**src/rtl/moore_mod_counter_detector.sv**
```systemverilog
// Programmable-range Moore event counter: counts x_in cycles through 0..last_r,
// up or down, wrapping or saturating, with registered match/wrap/saturation flags.
module moore_mod_counter_detector #(
  parameter int WIDTH = 4
) (
  input  logic             clk,
  input  logic             rst,
  input  logic             x_in,
  input  logic             clr,
  input  logic             load,
  input  logic [WIDTH-1:0] cfg_last,
  input  logic [WIDTH-1:0] cfg_match,
  input  logic             cfg_sat,
  input  logic             cfg_down,
  output logic             y_out,
  output logic [WIDTH-1:0] state_out,
  output logic             wrap_out,
  output logic             sat_out
);

  localparam logic [WIDTH-1:0] ONE = WIDTH'(1'b1);

  logic [WIDTH-1:0] state;
  logic [WIDTH-1:0] last_r;
  logic [WIDTH-1:0] match_r;
  logic             sat_r;
  logic             down_r;
  logic             wrap_r;
  logic             y_r;
  logic             sat_flag_r;

  logic [WIDTH-1:0] state_nx;
  logic [WIDTH-1:0] last_nx;
  logic [WIDTH-1:0] match_nx;
  logic             sat_nx;
  logic             down_nx;
  logic             wrap_nx;
  logic             y_nx;
  logic             sat_flag_nx;

  // Next count and configuration with priority clr > load > x_in.
  always_comb begin
    state_nx = state;
    last_nx  = last_r;
    match_nx = match_r;
    sat_nx   = sat_r;
    down_nx  = down_r;
    wrap_nx  = 1'b0;
    if (clr) begin
      state_nx = '0;
    end else if (load) begin
      last_nx  = cfg_last;
      match_nx = cfg_match;
      sat_nx   = cfg_sat;
      down_nx  = cfg_down;
      state_nx = cfg_down ? cfg_last : '0;
    end else if (x_in) begin
      if (!down_r) begin
        if (state < last_r) begin
          state_nx = state + ONE;
        end else if (!sat_r) begin
          state_nx = '0;
          wrap_nx  = 1'b1;
        end else begin
          state_nx = state;
        end
      end else begin
        if (state != '0) begin
          state_nx = state - ONE;
        end else if (!sat_r) begin
          state_nx = last_r;
          wrap_nx  = 1'b1;
        end else begin
          state_nx = state;
        end
      end
    end else begin
      state_nx = state;
    end
    // Flags are decoded from next-state values so they appear with the new count.
    y_nx        = (state_nx == match_nx);
    sat_flag_nx = sat_nx && (down_nx ? (state_nx == '0) : (state_nx == last_nx));
  end

  // State, configuration and output flag registers.
  always_ff @(posedge clk or negedge rst) begin
    if (!rst) begin
      state      <= '0;
      last_r     <= '1;
      match_r    <= '1;
      sat_r      <= 1'b0;
      down_r     <= 1'b0;
      wrap_r     <= 1'b0;
      y_r        <= 1'b0;
      sat_flag_r <= 1'b0;
    end else begin
      state      <= state_nx;
      last_r     <= last_nx;
      match_r    <= match_nx;
      sat_r      <= sat_nx;
      down_r     <= down_nx;
      wrap_r     <= wrap_nx;
      y_r        <= y_nx;
      sat_flag_r <= sat_flag_nx;
    end
  end

  assign state_out = state;
  assign y_out     = y_r;
  assign wrap_out  = wrap_r;
  assign sat_out   = sat_flag_r;

endmodule

```
**config.mk**
```make
export PLATFORM = sky130hd
export DESIGN_NAME = moore_mod_counter_detector
export DESIGN_NICKNAME = d
export VERILOG_FILES = /design/src/rtl/moore_mod_counter_detector.sv
export SDC_FILE = /design/constraint.sdc
export NUM_CORES = 1
export LEC_CHECK = 0
export ABC_AREA = 1
export CAP_MARGIN = 20
export CORE_ASPECT_RATIO = 0.6
export CORE_MARGIN = 2
export CORE_UTILIZATION = 52
export DETAILED_ROUTE_END_ITERATION = 7
export PLACE_DENSITY = 0.84
export SLEW_MARGIN = 30
export SYNTH_ARGS = -nofsm -noshare
export SYNTH_HDL_FRONTEND = slang
export SYNTH_SLANG_ARGS = --single-unit
```
**constraint.sdc**
```tcl
create_clock -name clk -period 2.79 [get_ports clk]
set_clock_uncertainty 0.05 [all_clocks]
set_input_delay 0.279 -clock clk [delete_from_list [all_inputs] [get_ports clk]]
set_output_delay 0.279 -clock clk [all_outputs]
set_load 0.005 [all_outputs]
```
==> out/qor.txt, run 1 <==
Synth Flop Type - dfrtp_1
clock sink count - 17
Power Dens Cells - 494 mW/mm^2
vias per cell - 5.67
Yosys warning count - 0
die height - 42.1 um
FF+latch area - 435 um^2
port bufs - 21
post-synth top area cell - dfrtp_1
CTS Buf Count - 3
worst IR drop on VDD - 267 uV
Area Growth Syn to Fin - 21.5%
R2R cell count - 15
dpl cells - 223
# nets final - 218
Die W - 67.6 um
Crit Path Class - reg2reg
largest net degree at the start of global routing - 18
Critical Path End Type - register
CP max FO - 5
metal3 WL - 367 um
core area - 0.00223 mm^2
Post-synth EDFFs - 0
die area - 0.00285 mm^2
FP Rows - 13
maximum buffer depth of the clock tree - 2
DR iter-0 viols - 161
CTS root buf - clkbuf_8
Slew headroom - 0.478
setup tns final - 0 ps
fill count - 169
drt pass-1 iters - 5
FF+latch count, synth - 17
Worst setup SP type - register
vias in the first global route - 1,224
outcome - completed
syn_nets - 195
Synth async-reset ratio - 1.00
final global-route overflow total - 0
final setup vio count - 0
top layer in use - met4
Initial Util - 0.566
antenna-violating nets left - 0
initial antenna violation count - 0
count leader, synth - nand2_1
Mapped Area - 0.00126 mm^2
first-pass GRT wire length - 5590 um
Post-CTS Hold Fix Bufs - 0
fmax - 439 MHz
ANT cells - 0
period utilization - 0.816
Multi-input gate area - 697 um^2
RD Place Congestion - 0.958
Ports - 22
CTS resizes - 0
Total GRT Usage - 0.267
sequential cell area fraction in the yosys report - 0.345
share of the synthesized area in the top cell type - 0.179
met1 wire length - 1440 um
final max-slew violation count - 0
Req. time, crit path - 2930 ps
Vias - 1,288
share of cells above drive strength 1 - 0.183
fin util - 0.688
worst-margin pin slew - 781 ps
post-DP HPWL - 2560 um
Reg clk slew, reported paths - 70 ps
synth top area cells - dfrtp_1 18%, dfstp_2 17%, nand2_1 15%
Leakage Power - 0.803 nW
most common library cells after synthesis - 49 x nand2_1, 21 x inv_1, 13 x nand3_1
Final Hold Vio Count - 0
wire per inst - 14.7 um
Avg Cell Area, Syn - 7.21 um^2
Post-Route WL - 3330 um
min-delay worst type - in2async
post-layout min period - 2280 ps
CTS tree - done
H-tree depth - 1
max_cap viols - 0
Non-Filler Instances - 227
Synth cell types - 28
Cells after Synth - 175
worst skew pair latency - 250 ps
met2 WL - 1470 um
DRC Markers - 0
unrepaired setup endpoints after global routing - false
# Post-CTS Setup Buffers - 0
Worst EP arrival - 2420 ps
[placed cells by master, fill, tap and decap left out, drive strengths merged, types with 2 or more instances in the layout]
| master | Yosys | layout |
|---|---|---|
| inv | 27 | 27 |
| xor2 | 4 | 4 |
| clkdlybuf4s50 | 0 | 21 |
| mux2 | 4 | 4 |
| nand2 | 58 | 58 |
| xnor2 | 2 | 2 |
| clkbuf | 0 | 4 |
| dfrtp | 9 | 9 |
| nor3 | 2 | 2 |
| ha | 5 | 5 |
| nand4 | 4 | 4 |
| o21ai | 9 | 9 |
| nor2 | 12 | 12 |
| dfstp | 8 | 8 |
| a21oi | 11 | 11 |
| nand3 | 14 | 14 |
[kinds of logic (layout without fill, tap and decap cells)]
family,count (synthesis),count (layout),share of synthesized area
adders and majority gates,5,5,0.0496
and+or+nand+nor,92,92,0.340
AOI/OAI and AO/OA,20,20,0.0853
xor gates and xnor gates,6,6,0.0417
DFF,17,17,0.345
buffers and inverters,31,53,0.102
muxes,4,4,0.0357
[state kept, by name, summed over array words and instances (netlist names)]
signal	count
sat_out	1
y_out	1
match_r	4
down_r	1
state_out	4
last_r	4
wrap_out	1
sat_r	1
[where the power goes]
group / total [W] / switching [W] / internal (W) / leakage, nW
sequential: 0.000312 / 0.0000266 / 0.000285 / 0.201
clock: 0.000187 / 0.0000852 / 0.000102 / 0.0228
combinational: 0.000259 / 0.000151 / 0.000108 / 0.579
[area by class of cell]
cell class / count / area share
multi-input cells: 127 / 0.455
flip-flops and latches: 17 / 0.284
repair buffers: 21 / 0.137
inverters: 28 / 0.0702
clock buffers: 4 / 0.0294
well taps: 30 / 0.0245
[per-layer routing]
layer | track usage | vias to the layer above
li1 | - | 602
met1 | 0.356 | 590
met2 | 0.410 | 84
met3 | 0.0833 | 12
met4 | 0.0816 | 0
met5 | 0 | -
[through the flow]
stage / area [um^2] / total power [W] / hold slack, ps / worst slack [ps]
6_report: 1530 / 0.000758 / 428 / 514
5_1_grt: 1530 / 0.000805 / 480 / 312
4_1_cts: 1530 / 0.000753 / 449 / 555
3_5_place_dp: 1490 / 0.000566 / 580 / 529
3_3_place_gp: 1490 / 0.000555 / 577 / 586
2_1_floorplan: 1260 / 0.000479 / -66.6 / 792
[worst paths after layout]
check / from / endpoint / slack, ps
setup / recovery: last_r[3] / sat_out / 510
hold / removal: rst / wrap_out / 430
setup reg to reg: last_r[3] / sat_out / 510
hold reg to reg: match_r[2] / match_r[2] / 590
max in group asynchronous: rst / state_out[0] / 1770
min in group clk: match_r[2] / match_r[2] / 590
[worst max-delay path, cell delays in order, from the launching register on]
cell,delay [ps]
dfstp_2,530
inv_1,60
ha_1,310
a21oi_2,270
nand2_4,110
nor2_2,100
nand2_1,60
nand3_1,80
nand2_1,60
nand2_2,90
nand2_4,80
nand2_1,70
nand2_1,50
nor2_1,120
nand2_1,80
a21oi_2,110
Power figures use the tool's default switching activity.
==> inputs of run 2 (changes only) <==
==> constraint.sdc (replaced) <==
create_clock -name clk -period 2.1 [get_ports clk]
set_clock_uncertainty 0.05 [all_clocks]
set_input_delay 0.21 -clock clk [delete_from_list [all_inputs] [get_ports clk]]
set_output_delay 0.21 -clock clk [all_outputs]
set_load 0.005 [all_outputs]
==> run 2 against run 1 <==
The run now ends with negative setup slack left. Count of clock-buffer cells in the layout unchanged. Critical path depth is 1 higher. Global-route usage is 2.1 points higher. Die area stayed put. Utilization up 9.7 points. Fmax rose by 7.4%. Worst hold slack got worse by 68 ps. Cell area up 14%. Power is 45% higher. Via count is 5.6% higher. Sequential share of layout area shrank 3.5 points. Sequential cell count stayed put. Critical endpoint unchanged. Highest routed layer unchanged.
==> out/qor.txt, run 2 (synthesis results as in run 1) <==
post-DP HPWL - 2800 um (+9.3%)
clock sink count - 17 (unchanged)
worst-margin pin slew - 794 ps (+12.9 ps)
largest net degree at the start of global routing - 18 (unchanged)
Crit Path Class - reg2reg
Ports - 22 (unchanged)
Worst EP arrival - 2260 ps (-160 ps)
H-tree depth - 1 (unchanged)
R2R cell count - 16 (+1)
CP max FO - 5 (unchanged)
die area - 0.00285 mm^2 (unchanged)
drt pass-1 iters - 8 (+3)
RD Place Congestion - 1.01 (+5.9%)
Total GRT Usage - 0.288 (+0.0211)
Slew headroom - 0.469 (-0.00861)
Critical Path End Type - register
antenna-violating nets left - 0 (unchanged)
Vias - 1,360 (+5.6%)
CTS tree - done
share of cells above drive strength 1 - 0.299 (+0.116)
worst skew pair latency - 260 ps (about the same)
ANT cells - 0 (unchanged)
Initial Util - 0.566 (unchanged)
min-delay worst type - in2async
DR iter-0 viols - 168 (+4.3%)
Leakage Power - 0.903 nW (+12%)
most common cell after layout, fill and taps aside - nand2_1
period utilization - 1.01 (+0.193)
final global-route overflow total - 0 (unchanged)
outcome - complete, but fails checks
Post-CTS Hold Fix Bufs - 0 (unchanged)
# nets final - 235 (+7.8%)
max_cap viols - 0 (unchanged)
Die W - 67.6 um (unchanged)
Reg clk slew, reported paths - 70 ps (about the same)
FP Rows - 13 (unchanged)
wire per inst - 16.0 um (+8.9%)
vias in the first global route - 1,299 (+6.1%)
post-layout min period - 2120 ps (-157 ps)
final max-slew violation count - 0 (unchanged)
CTS Buf Count - 3 (unchanged)
CTS root buf - clkbuf_8
DRC Markers - 0 (unchanged)
Power Dens Cells - 628 mW/mm^2 (+27%)
die height - 42.1 um (unchanged)
fmax - 472 MHz (+7.4%)
most frequent cells in the layout - 46 x nand2_1, 21 x clkdlybuf4s50_1, 18 x inv_1
worst IR drop on VDD - 491 uV (+84%)
port bufs - 21 (unchanged)
vias per cell - 5.57 (-1.8%)
Post-Route WL - 3900 um (+17%)
unrepaired setup endpoints after global routing - true
failing checks - negative setup slack
Area Growth Syn to Fin - 38.6%
Worst setup SP type - register
final setup vio count - 1 (+1)
Final Hold Vio Count - 0 (unchanged)
dpl ws - -133 ps (-662 ps)
core area - 0.00223 mm^2 (unchanged)
setup ws final - -19.4 ps (-533 ps)
first-pass GRT wire length - 6020 um (+7.6%)
Req. time, crit path - 2250 ps (-680 ps)
initial antenna violation count - 0 (unchanged)
maximum buffer depth of the clock tree - 2 (unchanged)
fin util - 0.784 (+0.0966)
==> run 2: final timing paths <==
kind | start | to | slack [ps]
max reg2reg | last_r[3] | sat_out | -20
min | rst | wrap_out | 360
max | last_r[3] | sat_out | -20
min reg2reg | match_r[3] | match_r[3] | 590
min in group clk | cfg_sat | sat_r | 540
max in group asynchronous | rst | state_out[0] | 1140
==> run 2: layer usage <==
layer / vias to the layer above / global-route usage / wire (um)
met3: 19 / 0.105 / 489
met5: - / 0 / 0
met4: 0 / 0.0776 / 84
met2: 94 / 0.414 / 1660
li1: 630 / - / -
met1: 617 / 0.404 / 1660
==> run 2: area by class of cell <==
cell class,instances,area [um^2]
well taps,30,37.5
fillers,134,480
flip-flops and latches,17,435
inverters,28,108
repair buffers,38,350
multi-input cells,127,772
clock buffers,4,45.0
==> run 2: metrics by stage <==
stage | power [W] | instances | hold WS [ps] | setup TNS [ps] | cell area (um^2)
after detailed placement | 0.000788 | 236 | 576 | -248 | 1600
after global routing | 0.00115 | 244 | 420 | -251 | 1750
after CTS | 0.00106 | 242 | 383 | -7.43 | 1700
final | 0.00110 | 244 | 359 | -19.4 | 1750
after floorplan | 0.000637 | 175 | -136 | 0 | 1260
after global placement | 0.000776 | 236 | 568 | -78.0 | 1600
==> run 2: repair_timing <==
action,in CTS,in global routing
setup buffers,2,2
pin swaps,1,2
endpoints found under the setup margin,2,3
resized for setup,7,8
gates cloned,0,0
==> run 2: critical path: stages, from the launching register on <==
cell     delay [ps]
dfstp_2         530
inv_2            50
ha_4            280
nand2_1          60
inv_2            60
nand2_4          70
nand2_4         100
nand4_1         110
nand3_1         100
nand2_1          70
nand2_2         100
nand2_4          70
nand2_1          60
nand2_1          60
nor2_2          110
nand2_1          70
a21oi_2         100
==> run 2: power breakdown <==
| part | total [W] | switching, W | leakage (nW) | internal [W] |
|---|---|---|---|---|
| combinational | 0.000434 | 0.000242 | 0.678 | 0.000192 |
| clock | 0.000253 | 0.000118 | 0.0228 | 0.000135 |
| sequential | 0.000411 | 0.0000311 | 0.201 | 0.000380 |
